<file path="src/rtl/pe_result_drain.sv">
// Snapshots one row of PE results on start and streams them out one word per cycle
// over valid/ready. Optional DRAIN_RELU_EN zeroes negative words at capture.

module pe_drain_lane #(
  parameter int DATA_W = 32
) (
  input  logic              clk,
  input  logic              reset,
  input  logic              load,
  input  logic [DATA_W-1:0] d,
  output logic [DATA_W-1:0] q
);
  always_ff @(posedge clk) begin
    if (!reset) q <= '0;
    else if (load) begin
`ifdef DRAIN_RELU_EN
      q <= d[DATA_W-1] ? '0 : d;
`else
      q <= d;
`endif
    end
  end
endmodule

module pe_result_drain #(
  parameter int N_PE   = 4,
  parameter int DATA_W = 32,
  parameter int IDX_W  = $clog2(N_PE)
) (
  input  logic                   clk,
  input  logic                   reset,
  input  logic                   start,
  input  logic [N_PE*DATA_W-1:0] pe_result,
  output logic                   capture_ack,
  output logic                   busy,
  output logic [DATA_W-1:0]      out_data,
  output logic [IDX_W-1:0]       out_idx,
  output logic                   out_valid,
  input  logic                   out_ready,
  output logic                   out_last,
  output logic                   done
);
  typedef enum logic [1:0] {IDLE, CAPTURED, STREAM, DONE} state_t;

  localparam logic [IDX_W-1:0] LAST_IDX = IDX_W'(N_PE - 1);

  state_t                        state;
  logic [IDX_W-1:0]              idx, idx_nxt;
  logic [N_PE-1:0][DATA_W-1:0]   pe_vec, shadow;
  logic                          load;

  assign pe_vec  = pe_result;
  assign load    = (state == IDLE) && start;
  assign idx_nxt = idx + IDX_W'(1);

  for (genvar k = 0; k < N_PE; k++) begin : g_lane
    pe_drain_lane #(.DATA_W(DATA_W)) u_lane (
      .clk   (clk),
      .reset (reset),
      .load  (load),
      .d     (pe_vec[k]),
      .q     (shadow[k])
    );
  end

  // Outputs are registered alongside the state, so each transition loads the
  // values the next state presents; out_data is prefetched from shadow[idx+1].
  always_ff @(posedge clk) begin
    if (!reset) begin
      state       <= IDLE;
      idx         <= '0;
      capture_ack <= 1'b0;
      busy        <= 1'b0;
      out_data    <= '0;
      out_idx     <= '0;
      out_valid   <= 1'b0;
      out_last    <= 1'b0;
      done        <= 1'b0;
    end else begin
      case (state)
        IDLE: begin
          if (start) begin
            state       <= CAPTURED;
            idx         <= '0;
            capture_ack <= 1'b1;
            busy        <= 1'b1;
          end
        end
        CAPTURED: begin
          state       <= STREAM;
          capture_ack <= 1'b0;
          out_valid   <= 1'b1;
          out_data    <= shadow[0];
          out_idx     <= '0;
          out_last    <= (LAST_IDX == '0);
        end
        STREAM: begin
          if (out_ready) begin
            if (idx == LAST_IDX) begin
              state     <= DONE;
              out_valid <= 1'b0;
              out_data  <= '0;
              out_idx   <= '0;
              out_last  <= 1'b0;
              done      <= 1'b1;
            end else begin
              idx      <= idx_nxt;
              out_data <= shadow[idx_nxt];
              out_idx  <= idx_nxt;
              out_last <= (idx_nxt == LAST_IDX);
            end
          end
        end
        DONE: begin
          state <= IDLE;
          idx   <= '0;
          done  <= 1'b0;
          busy  <= 1'b0;
        end
        default: state <= IDLE;
      endcase
    end
  end
endmodule

</file>
<file path="config.mk">
export PLATFORM = sky130hd
export DESIGN_NAME = pe_result_drain
export DESIGN_NICKNAME = d
export VERILOG_FILES = /design/src/rtl/pe_result_drain.sv
export SDC_FILE = /design/constraint.sdc
export NUM_CORES = 1
export LEC_CHECK = 0
export ABC_AREA = 1
export BUFFER_PORTS_ARGS = -buffer_cell sky130_fd_sc_hd__buf_2
export CAP_MARGIN = 30
export CORE_MARGIN = 2
export CORE_UTILIZATION = 35
export CTS_CLUSTER_DIAMETER = 80
export CTS_CLUSTER_SIZE = 24
export DETAILED_ROUTE_END_ITERATION = 7
export PLACE_DENSITY = 0.56
export SETUP_SLACK_MARGIN = 0.3
export SLEW_MARGIN = 20
export SYNTH_ARGS = -nofsm -noshare
export SYNTH_HDL_FRONTEND = slang
export SYNTH_HIERARCHICAL = 1
export SYNTH_SLANG_ARGS = --single-unit
</file>
<file path="constraint.sdc">
create_clock -name clk -period 2.3 [get_ports clk]
set_input_delay 0.23 -clock clk [delete_from_list [all_inputs] [get_ports clk]]
set_output_delay 0.23 -clock clk [all_outputs]
set_load 0.005 [all_outputs]
</file>
==> impl_metrics.env <==
export IMPL_start_kind="flip-flop"
export IMPL_die_width_um=163.6
export IMPL_hold_viol=0
export IMPL_dp_hpwl_um=16620
export IMPL_synthesis_instances=1477
export IMPL_crit_cells=7
export IMPL_layout_common_cells="nand2_1, nor2_1, inv_1, dfxtp_1, buf_2"
export IMPL_pin_count=171
export IMPL_path_delay_family="compound AO/OA/AOI/OAI gates"
export IMPL_vdd_drop_max_mv=0.9030
export IMPL_cts_hold_fix_buffers=0
export IMPL_fillCellCount=2883
export IMPL_finalSetupViolCount=0
export IMPL_cts_root_buf="clkbuf_16"
export IMPL_max_clock_path_buffers=2
export IMPL_vias=8192
export IMPL_worst_path_buf_inv=3
export IMPL_powerDensity_nw_per_um2=1234
export IMPL_maxSlewViolCount=0
export IMPL_post_route_period_util_pct=78.47
export IMPL_via_per_inst=4.207
export IMPL_synth_flop_cell="dfxtp_1"
export IMPL_end_kind="flip-flop"
export IMPL_finalNetCount=1745
export IMPL_worstPathRequired_ns=2.65
export IMPL_ys_ff_latch=171
export IMPL_grt_overflow_total=0
export IMPL_die_y_um=163.6
export IMPL_ys_seq_area_share_pct=38.42
export IMPL_final_setup_tns_ns=0
export IMPL_dp_cells=1915
export IMPL_grt_pass1_vias=7341
export IMPL_cp_max_fo=26
export IMPL_clkSinkCount=171
export IMPL_yosysWarnings=6
export IMPL_path_cells="inv_1, ha_1, inv_2, o21ai_4, buf_6, o21ai_0, a21oi_1"
export IMPL_port_buffer_count=170
export IMPL_rsz0062_at_grt="no"
export IMPL_ys_types=21
export IMPL_dieArea_um2=26750
export IMPL_synthXorXnorAreaFrac_pct=0
export IMPL_skew_ns=0.01012
export IMPL_crit_path_max_incr_delay_ns=0.34
export IMPL_synthMuxAreaShare_pct=0
export IMPL_synth_async_reset_ratio_pct=0
export IMPL_yosys_area_share_adder_pct=1.264
export IMPL_grt_max_degree=74
export IMPL_fp_coreArea_um2=25110
export IMPL_avgRoutedWirePerCell_um=12.27
export IMPL_postCtsSetupRepairBufs=0
export IMPL_drcViolationCount=0
export IMPL_synth_top_family_by_area="simple AND/OR/NAND/NOR gates"
export IMPL_gp_congestion=0.8357
export IMPL_rows=58
export IMPL_holdWs_ns=0.08091
export IMPL_cts_buffers=17
export IMPL_status="complete, no violations"
export IMPL_finalCriticalPeriod_ns=1.805
export IMPL_holdPathStages=3
export IMPL_wl_um=23900
export IMPL_maxSlewHeadroom_pct=48.44
export IMPL_synth_compound_area_share_pct=4.662
export IMPL_cp_data_arrival_time_ns=2.16
export IMPL_hold_class="primary input to flip-flop"
export IMPL_drt_pre_antenna_iters=5
export IMPL_syn_avg_cell_area_um2=6.033
export IMPL_fmax_mhz=554.0
export IMPL_max_cap_violations=0
export IMPL_final_common_cell="nand2_1"
export IMPL_clock_latency_ns=0.43
export IMPL_synth_nets=1618
export IMPL_synthToLayoutAreaGrowth_pct=16.43
export IMPL_power_leakage_uw=0.005722
export IMPL_cts_clk_slew_worst_paths_ns=0.07
export IMPL_stdcell_count=1947
export IMPL_grt_pass1_wl_um=38140
export IMPL_synth_simple_area_share_pct=37.90
export IMPL_worstSetupPathType="flip-flop to flip-flop"
export IMPL_start_util_pct=35.49
export IMPL_antenna_cells=0
export IMPL_synth_enable_flop_cells=0
export IMPL_grt_antenna_before_repair=0
export IMPL_grt_use_total_pct=17.93
export IMPL_ant_nets=0
export IMPL_cts_tree="done"
export IMPL_syn_area_um2=8911
export IMPL_drive_gt1_share_pct=14.72
export IMPL_cts_max_level=4
export IMPL_drtIter0Drc=541
export IMPL_max_slew_worst_pin_slew_ns=0.7735
export IMPL_r2r_cells=7
export IMPL_cpMaxStageDelayCell="dfxtp_1"
metal layers:
metal	global-route usage (%)	vias to the layer above	share of wire, %
met3	2.743	14	4.9
met2	24.97	187	39
met5	0	-	0
li1	-	4514	-
met4	3.947	0	1.0
met1	28.52	3477	55
worst reg2reg max path: cells and delay by family, from the launching register on:
| kind | cells | cell delay [ns] |
|---|---|---|
| AOI/OAI and AO/OA | 3 | 0.58 |
| adders and majority gates | 1 | 0.30 |
| buffers and inverters | 3 | 0.51 |
| DFF | 1 | 0.34 |
state kept, by name, indices dropped and copies added, names as in the netlist:
signal and cells:
done 1, idx 2, out_data 32, out_valid 1, out_idx 2, busy 1, state 2, out_last 1
capture_ack 1, g_lane.u_lane/q 128
cells in the mapped netlist (2+ instances only):
library cell	number	area share (%)
a21oi_2	5	0.49
nand3_1	70	3.9
nand2_1	465	20
inv_2	2	0.084
buf_6	30	3.8
ha_1	9	1.3
clkbuf_1	13	0.55
buf_4	2	0.17
o21ai_1	3	0.17
buf_1	2	0.084
nor2_2	4	0.28
buf_2	32	1.8
or2_2	2	0.14
a21oi_1	34	1.9
dfxtp_1	171	38
nor2_1	328	14
inv_1	268	11
o21ai_0	34	1.9
metrics by stage:
step | area (um^2) | worst slack [ns] | total power, uW | util, %
floorplan | 8911 | 0.3588 | 8666 | -
global placement | 9809 | 0.3393 | 10070 | 39.07
detailed placement | 9809 | 0.2599 | 10120 | 39.07
CTS | 10370 | 0.3660 | 12880 | 41.28
global route | 10380 | 0.3131 | 13980 | 41.32
finish | 10380 | 0.4951 | 12800 | 41.32
area by class of cell:
| class | instances | area [um^2] | area share (%) |
|---|---|---|---|
| inverters | 270 | 1023 | 9.865 |
| repair buffers | 187 | 1047 | 10.09 |
| clock buffers | 18 | 429.2 | 4.137 |
| well taps | 330 | 412.9 | 3.980 |
| flip-flops and latches | 171 | 3425 | 33.01 |
| multi-input cells | 957 | 3915 | 37.73 |
| clock inverters | 14 | 122.6 | 1.182 |
repair_timing:
action | 4_1_cts | 5_1_grt
cloned | 0 | 0
endpoints found under the setup margin | 12 | 37
resized for setup | 1 | 4
power by group:
part	internal (uW)	switching [uW]
Combinational	1930	3720
Clock	1490	1240
Sequential	3910	520
Total	7320	5470
kinds of logic (layout without fill, tap and decap cells):
group / Yosys count / count (layout)
compound gates: 77 / 77
fa+ha+maj: 9 / 9
buf+inv: 349 / 489
flops: 171 / 171
simple gates: 871 / 871
final timing paths:
kind | from | to | slack [ns]
min | out_ready | out_last$_SDFFE_PN0P_ | 0.08
max | state[0]$_SDFFE_PN0P_ | out_data[3]$_SDFFE_PN0P_ | 0.50
max reg2reg | state[0]$_SDFFE_PN0P_ | out_data[3]$_SDFFE_PN0P_ | 0.50
min reg2reg | done$_SDFFE_PN0P_ | done$_SDFFE_PN0P_ | 0.44
(Power assumes the default switching activity.)
